**config.mk**
```make
export PLATFORM = sky130hd
export DESIGN_NAME = score_display
export DESIGN_NICKNAME = d
export VERILOG_FILES = /design/src/rtl/score_display.sv
export SDC_FILE = /design/constraint.sdc
export NUM_CORES = 1
export LEC_CHECK = 0
export CORE_MARGIN = 2
export CORE_UTILIZATION = 51
export CTS_CLUSTER_SIZE = 12
export DETAILED_ROUTE_END_ITERATION = 7
export GPL_ROUTABILITY_DRIVEN = 0
export PLACE_DENSITY_LB_ADDON = 0.1
export SYNTH_ARGS = -nofsm -noshare
export SYNTH_HDL_FRONTEND = slang
export SYNTH_SLANG_ARGS = --single-unit
```
**constraint.sdc**
```tcl
create_clock -name clk -period 2.25 [get_ports clk]
set_input_delay 0.45 -clock clk [delete_from_list [all_inputs] [get_ports clk]]
set_output_delay 0.45 -clock clk [all_outputs]
set_load 0.02 [all_outputs]
```
**src/rtl/score_display.sv**
```systemverilog
// Frame-driven BCD score keeper with session high score and a 4-digit
// multiplexed seven-segment driver (active-low anodes and cathodes).
module score_display #(
  parameter int FRAMES_PER_POINT = 6,
  parameter int SCAN_BITS        = 18,
  parameter int ALT_FRAMES       = 120
) (
  input  logic        clk,
  input  logic        rst,
  input  logic        clk_60hz,
  input  logic [1:0]  gamemode,
  output logic [15:0] score,
  output logic [15:0] high_score,
  output logic        new_record,
  output logic [3:0]  seg_an,
  output logic [7:0]  seg_cat
);

  localparam int FC_W  = (FRAMES_PER_POINT > 1) ? $clog2(FRAMES_PER_POINT) : 1;
  localparam int ALT_W = (ALT_FRAMES > 1) ? $clog2(ALT_FRAMES) : 1;

  localparam logic [1:0] GM_IDLE  = 2'd0;
  localparam logic [1:0] GM_PLAY  = 2'd1;
  localparam logic [1:0] GM_PAUSE = 2'd2;
  localparam logic [1:0] GM_OVER  = 2'd3;

  function automatic logic [15:0] bcd_inc(input logic [15:0] v);
    logic [15:0] r;
    logic        c;
    r = v;
    c = 1'b1;
    for (int i = 0; i < 4; i++) begin
      if (c) begin
        if (r[i*4 +: 4] == 4'd9) begin
          r[i*4 +: 4] = 4'd0;
        end else begin
          r[i*4 +: 4] = r[i*4 +: 4] + 4'd1;
          c = 1'b0;
        end
      end
    end
    return r;
  endfunction

  // Returns {g,f,e,d,c,b,a}, active-low; non-decimal codes are blank.
  function automatic logic [6:0] seg7(input logic [3:0] d);
    case (d)
      4'd0:    seg7 = 7'b1000000;
      4'd1:    seg7 = 7'b1111001;
      4'd2:    seg7 = 7'b0100100;
      4'd3:    seg7 = 7'b0110000;
      4'd4:    seg7 = 7'b0011001;
      4'd5:    seg7 = 7'b0010010;
      4'd6:    seg7 = 7'b0000010;
      4'd7:    seg7 = 7'b1111000;
      4'd8:    seg7 = 7'b0000000;
      4'd9:    seg7 = 7'b0010000;
      default: seg7 = 7'b1111111;
    endcase
  endfunction

  logic [2:0]           sync_q;
  logic                 tick_q;
  logic [1:0]           gm_q;
  logic [15:0]          score_q, score_d;
  logic [15:0]          hs_q, hs_d;
  logic                 nr_q, nr_d;
  logic [FC_W-1:0]      fc_q, fc_d;
  logic [ALT_W-1:0]     alt_q, alt_d;
  logic                 show_hi_q, show_hi_d;
  logic [4:0]           blink_q, blink_d;
  logic [SCAN_BITS-1:0] scan_q;
  logic [3:0]           an_q, an_d;
  logic [7:0]           cat_q, cat_d;

  logic        start_ev, end_ev, score_tick;
  logic [1:0]  sel;
  logic [15:0] src;
  logic [3:0]  nib;
  logic        lead_blank, blank_all;

  assign start_ev   = (gamemode == GM_PLAY) && (gm_q == GM_IDLE || gm_q == GM_OVER);
  assign end_ev     = (gamemode == GM_OVER) && (gm_q != GM_OVER);
  assign score_tick = (gm_q == GM_PLAY) && (gamemode == GM_PLAY) && tick_q;

  always_comb begin
    score_d   = score_q;
    hs_d      = hs_q;
    nr_d      = nr_q;
    fc_d      = fc_q;
    alt_d     = alt_q;
    show_hi_d = show_hi_q;
    blink_d   = blink_q;
    if (start_ev) begin
      score_d   = '0;
      fc_d      = '0;
      nr_d      = 1'b0;
      alt_d     = '0;
      show_hi_d = 1'b0;
    end else if (end_ev) begin
      nr_d      = (score_q > hs_q);
      if (score_q > hs_q) hs_d = score_q;
      alt_d     = '0;
      show_hi_d = 1'b0;
    end else if (score_tick) begin
      if (fc_q == FC_W'(FRAMES_PER_POINT - 1)) begin
        fc_d = '0;
        if (score_q != 16'h9999) score_d = bcd_inc(score_q);
      end else begin
        fc_d = fc_q + FC_W'(1);
      end
    end else if (gm_q == GM_OVER && tick_q) begin
      if (alt_q == ALT_W'(ALT_FRAMES - 1)) begin
        alt_d     = '0;
        show_hi_d = ~show_hi_q;
      end else begin
        alt_d = alt_q + ALT_W'(1);
      end
    end
    // Blink phase only advances while paused; 0..14 visible, 15..29 dark.
    if (gm_q != GM_PAUSE)  blink_d = '0;
    else if (tick_q)       blink_d = (blink_q == 5'd29) ? 5'd0 : blink_q + 5'd1;
  end

  always_comb begin
    sel        = scan_q[SCAN_BITS-1 -: 2];
    src        = (gm_q == GM_OVER && show_hi_q) ? hs_q : score_q;
    nib        = src[{sel, 2'b00} +: 4];
    blank_all  = (gm_q == GM_PAUSE) && (blink_q >= 5'd15);
    lead_blank = 1'b0;
    case (sel)
      2'd3:    lead_blank = (src[15:12] == 4'd0);
      2'd2:    lead_blank = (src[15:8]  == 8'd0);
      2'd1:    lead_blank = (src[15:4]  == 12'd0);
      default: lead_blank = 1'b0;
    endcase
    an_d  = blank_all ? 4'b1111 : ~(4'b0001 << sel);
    cat_d = (blank_all || lead_blank) ? 8'hFF : {1'b1, seg7(nib)};
    if (!blank_all && sel == 2'd3 && gm_q == GM_OVER && show_hi_q) cat_d[7] = 1'b0;
  end

  always_ff @(posedge clk) begin
    if (rst) begin
      sync_q    <= '0;
      tick_q    <= 1'b0;
      gm_q      <= GM_IDLE;
      score_q   <= '0;
      hs_q      <= '0;
      nr_q      <= 1'b0;
      fc_q      <= '0;
      alt_q     <= '0;
      show_hi_q <= 1'b0;
      blink_q   <= '0;
      scan_q    <= '0;
      an_q      <= 4'b1111;
      cat_q     <= 8'hFF;
    end else begin
      sync_q    <= {sync_q[1:0], clk_60hz};
      tick_q    <= sync_q[1] & ~sync_q[2];
      gm_q      <= gamemode;
      score_q   <= score_d;
      hs_q      <= hs_d;
      nr_q      <= nr_d;
      fc_q      <= fc_d;
      alt_q     <= alt_d;
      show_hi_q <= show_hi_d;
      blink_q   <= blink_d;
      scan_q    <= scan_q + SCAN_BITS'(1);
      an_q      <= an_d;
      cat_q     <= cat_d;
    end
  end

  assign score      = score_q;
  assign high_score = hs_q;
  assign new_record = nr_q;
  assign seg_an     = an_q;
  assign seg_cat    = cat_q;

endmodule
```
==> results.toml <==
[critical_path]
cp.arrival_ps = 2480
worst_setup_path_end_kind = "flip-flop"
start_kind = "flip-flop"
cp.required_ps = 2550
cp_max_fo = 6
setup.worst_path.class = "reg -> reg"

[sta]
drv_slew = 0
finalCritPeriodShare_pct = 97.0
hold_viol = 0
max_freq_ghz = 0.458
relSlewSlack_pct = 65.1
finalCriticalPeriod_ps = 2180
grt_setup_unrepaired = "yes"
hold_slack_ps = 388
skew_ps = 8.41
finalSetupViolCount = 0
tightest_slew_ps = 524

[synth]
synth_top_area_share_pct = 36.8
yosysUniqueCellTypes = 63
syn-cell-area_sq_mm = 0.00462
synthArstFlopShare_pct = 0
yosysTopAreaCell = "dfxtp_1"
synthesis.nets = 527
synth_edf_count = 0
ys_seq_area_share_pct = 36.8
synth_most_common_cell = "dfxtp_1"
avgSynthCellArea_sq_um = 9.37
ys.flop_type = "dfxtp_1"
synthTopCellsByArea = "dfxtp_1, ha_1, mux2i_1"
yosysWarnings = 0
postSynthRegisterBits = 85
synth_common_cells = "dfxtp_1, nor2_1, inv_1"
synthCells = 493

[power]
p_per_area_mw_per_mm2 = 469
intPower_uw = 2120
p_clk_share_pct = 40.3
ir_worst_vdd_mv = 0.280
pwr-share-seq_pct = 55.3
leakage_uw = 0.00228
combPwrFrac_pct = 4.4
p_sw_uw = 644
sw_frac_of_total_pct = 23.3

[grt]
first_global_vias = 3843
grt_max_degree = 38
met1_usage_pct = 29.1
gr-usage-all-layers_pct = 22.8
antenna_found_initial = 0
globalRoute.totalOverflow = 0
grtUsageMet3_pct = 4.29
busiest_layer = "met2"
grt_pass1_wl_um = 17900
met2_usage_pct = 39.0

[layout]
drive_above_1_share_pct = 19.2
layout.nets = 629
finalNonFillerCells = 708
fillers = 715
antenna_cells = 0
areaGrowthSynthToFinish_pct = 27.7

[detailed_routing]
drt_pre_antenna_iters = 4
routed_wl_um = 10800
drc_errors = 0
drtIter0Drc = 126
via_per_inst = 5.46
final_antenna_net_count = 0
vias = 3865
wl_per_cell_um = 15.2

[floorplanning]
die_w_um = 99.2
core-area_sq_mm = 0.00876
initial_utilization_pct = 52.7
dieArea_sq_mm = 0.00984
rows = 34
pin_count = 50
die_y_um = 99.2

[clocking]
clkSinkCount = 85
clock-root-buffer = "clkbuf_8"
clkLatencyLatePin_ps = 360
numCtsBuffers = 9
path_clk_slew_ps = 90
htreeDepth = 3
cts_max_path_buffers = 2
tritoncts = "yes"
cts-hold-fix-buffers = 0

[flow_run]
maxCapViolCount = 0

[run_status]
outcome = "complete, no violations"

[placement]
port_buffers = 49
post-place-cells = 691
hpwl_um = 8040

[min_path]
hold_class = "reg -> reg"
==> repair_timing <==
| action | in CTS | in global routing |
|---|---|---|
| pin swaps | 0 | 5 |
| setup buffers | 0 | 1 |
| gates resized for setup | 1 | 19 |
| hold endpoints to repair | 0 | 0 |
| setup endpoints to repair | 3 | 27 |
==> state kept, by name, indices dropped and copies added (netlist names) <==
signal and cells:
alt_q 7, blink_q 5, fc_q 3, gm_q 2, high_score 16, new_record 1
scan_q 18, score 16, seg_an 4, seg_cat 8, show_hi_q 1, sync_q 3
tick_q 1
==> through the flow <==
step	TNS (ps)	worst slack (ps)	cell area [sq um]	util [%]	total power [uW]
after floorplan	0	8.53	4630	-	1630
after global placement	-876	-191	5600	63.9	1680
after detailed placement	-1110	-215	5600	63.9	1680
after CTS	0	5.53	5810	66.3	2800
after global routing	-74.4	-28.7	5900	67.3	2860
final	0	67.5	5900	67.3	2760
==> worst max-delay path, cell delays in order, from the launching register on <==
cell	delay [ps]
dfxtp_1	340
buf_4	150
inv_2	60
ha_4	140
and4b_4	270
nand4b_4	120
or4b_4	590
or3_1	320
a21oi_1	130
==> path summary, 6_finish.rpt <==
path / from / endpoint / slack, ps / cells after the start
worst max-delay path: gm_q[1]$_SDFF_PP0_ / score[10]$_SDFFE_PP0P_ / 70 / 8
worst min register to register: sync_q[2]$_SDFF_PP0_ / tick_q$_SDFF_PP0_ / 390 / 1
worst min-delay path: sync_q[2]$_SDFF_PP0_ / tick_q$_SDFF_PP0_ / 390 / 1
worst max register to register: gm_q[1]$_SDFF_PP0_ / score[10]$_SDFFE_PP0P_ / 70 / 8
==> metal layers <==
layer | wire length (um) | vias up
met2 | 5320 | 78
met1 | 4840 | 1842
met4 | 165 | 0
met3 | 434 | 14
met5 | 0 | -
li1 | - | 1931
==> cell families after synthesis <==
kind of cell,Yosys count,share of synthesized area [%]
xor gates and xnor gates,31,5.88
adders and majority gates,29,7.85
and+or+nand+nor,197,25.4
buffers and inverters,54,5.04
AOI/OAI and AO/OA,60,8.53
DFF,85,36.8
muxes,37,10.5
==> area by class of cell <==
cell class                 count  area (sq um)  area share (%)
inverter                      37           139            2.35
timing repair buffer         108           946            16.0
tap                          108           135            2.29
clock buffer                  11           141            2.40
clock inverter                 5          60.1            1.02
multi-input combinational    354          2770            46.9
sequential                    85          1710            29.0
==> power groups by stage <==
stage	sequential [uW]	combinational (uW)	clock (uW)
global placement	1560	118	0
CTS	1530	121	1150
global route	1530	135	1200
floorplan	1570	61.1	0
finish	1530	123	1110
detailed placement	1560	120	0
==> cells in the final DEF, fill, tap and decap left out, types with 7 or more instances in the layout <==
cell type and instances:
dfxtp_1 79, buf_4 58, clkdlybuf4s50_1 49, nor2_1 43, inv_1 35, nand2b_1 30, ha_1 27, mux2i_1 23
nand2_1 23, a21oi_1 19, xnor2_1 18, nand3_1 17, xor2_1 13, nor2b_1 12, nand4_1 12, o21ai_0 10
clkbuf_8 10, nor4_1 8, mux4_2 7, nor3_1 7
Power figures use the tool's default switching activity.
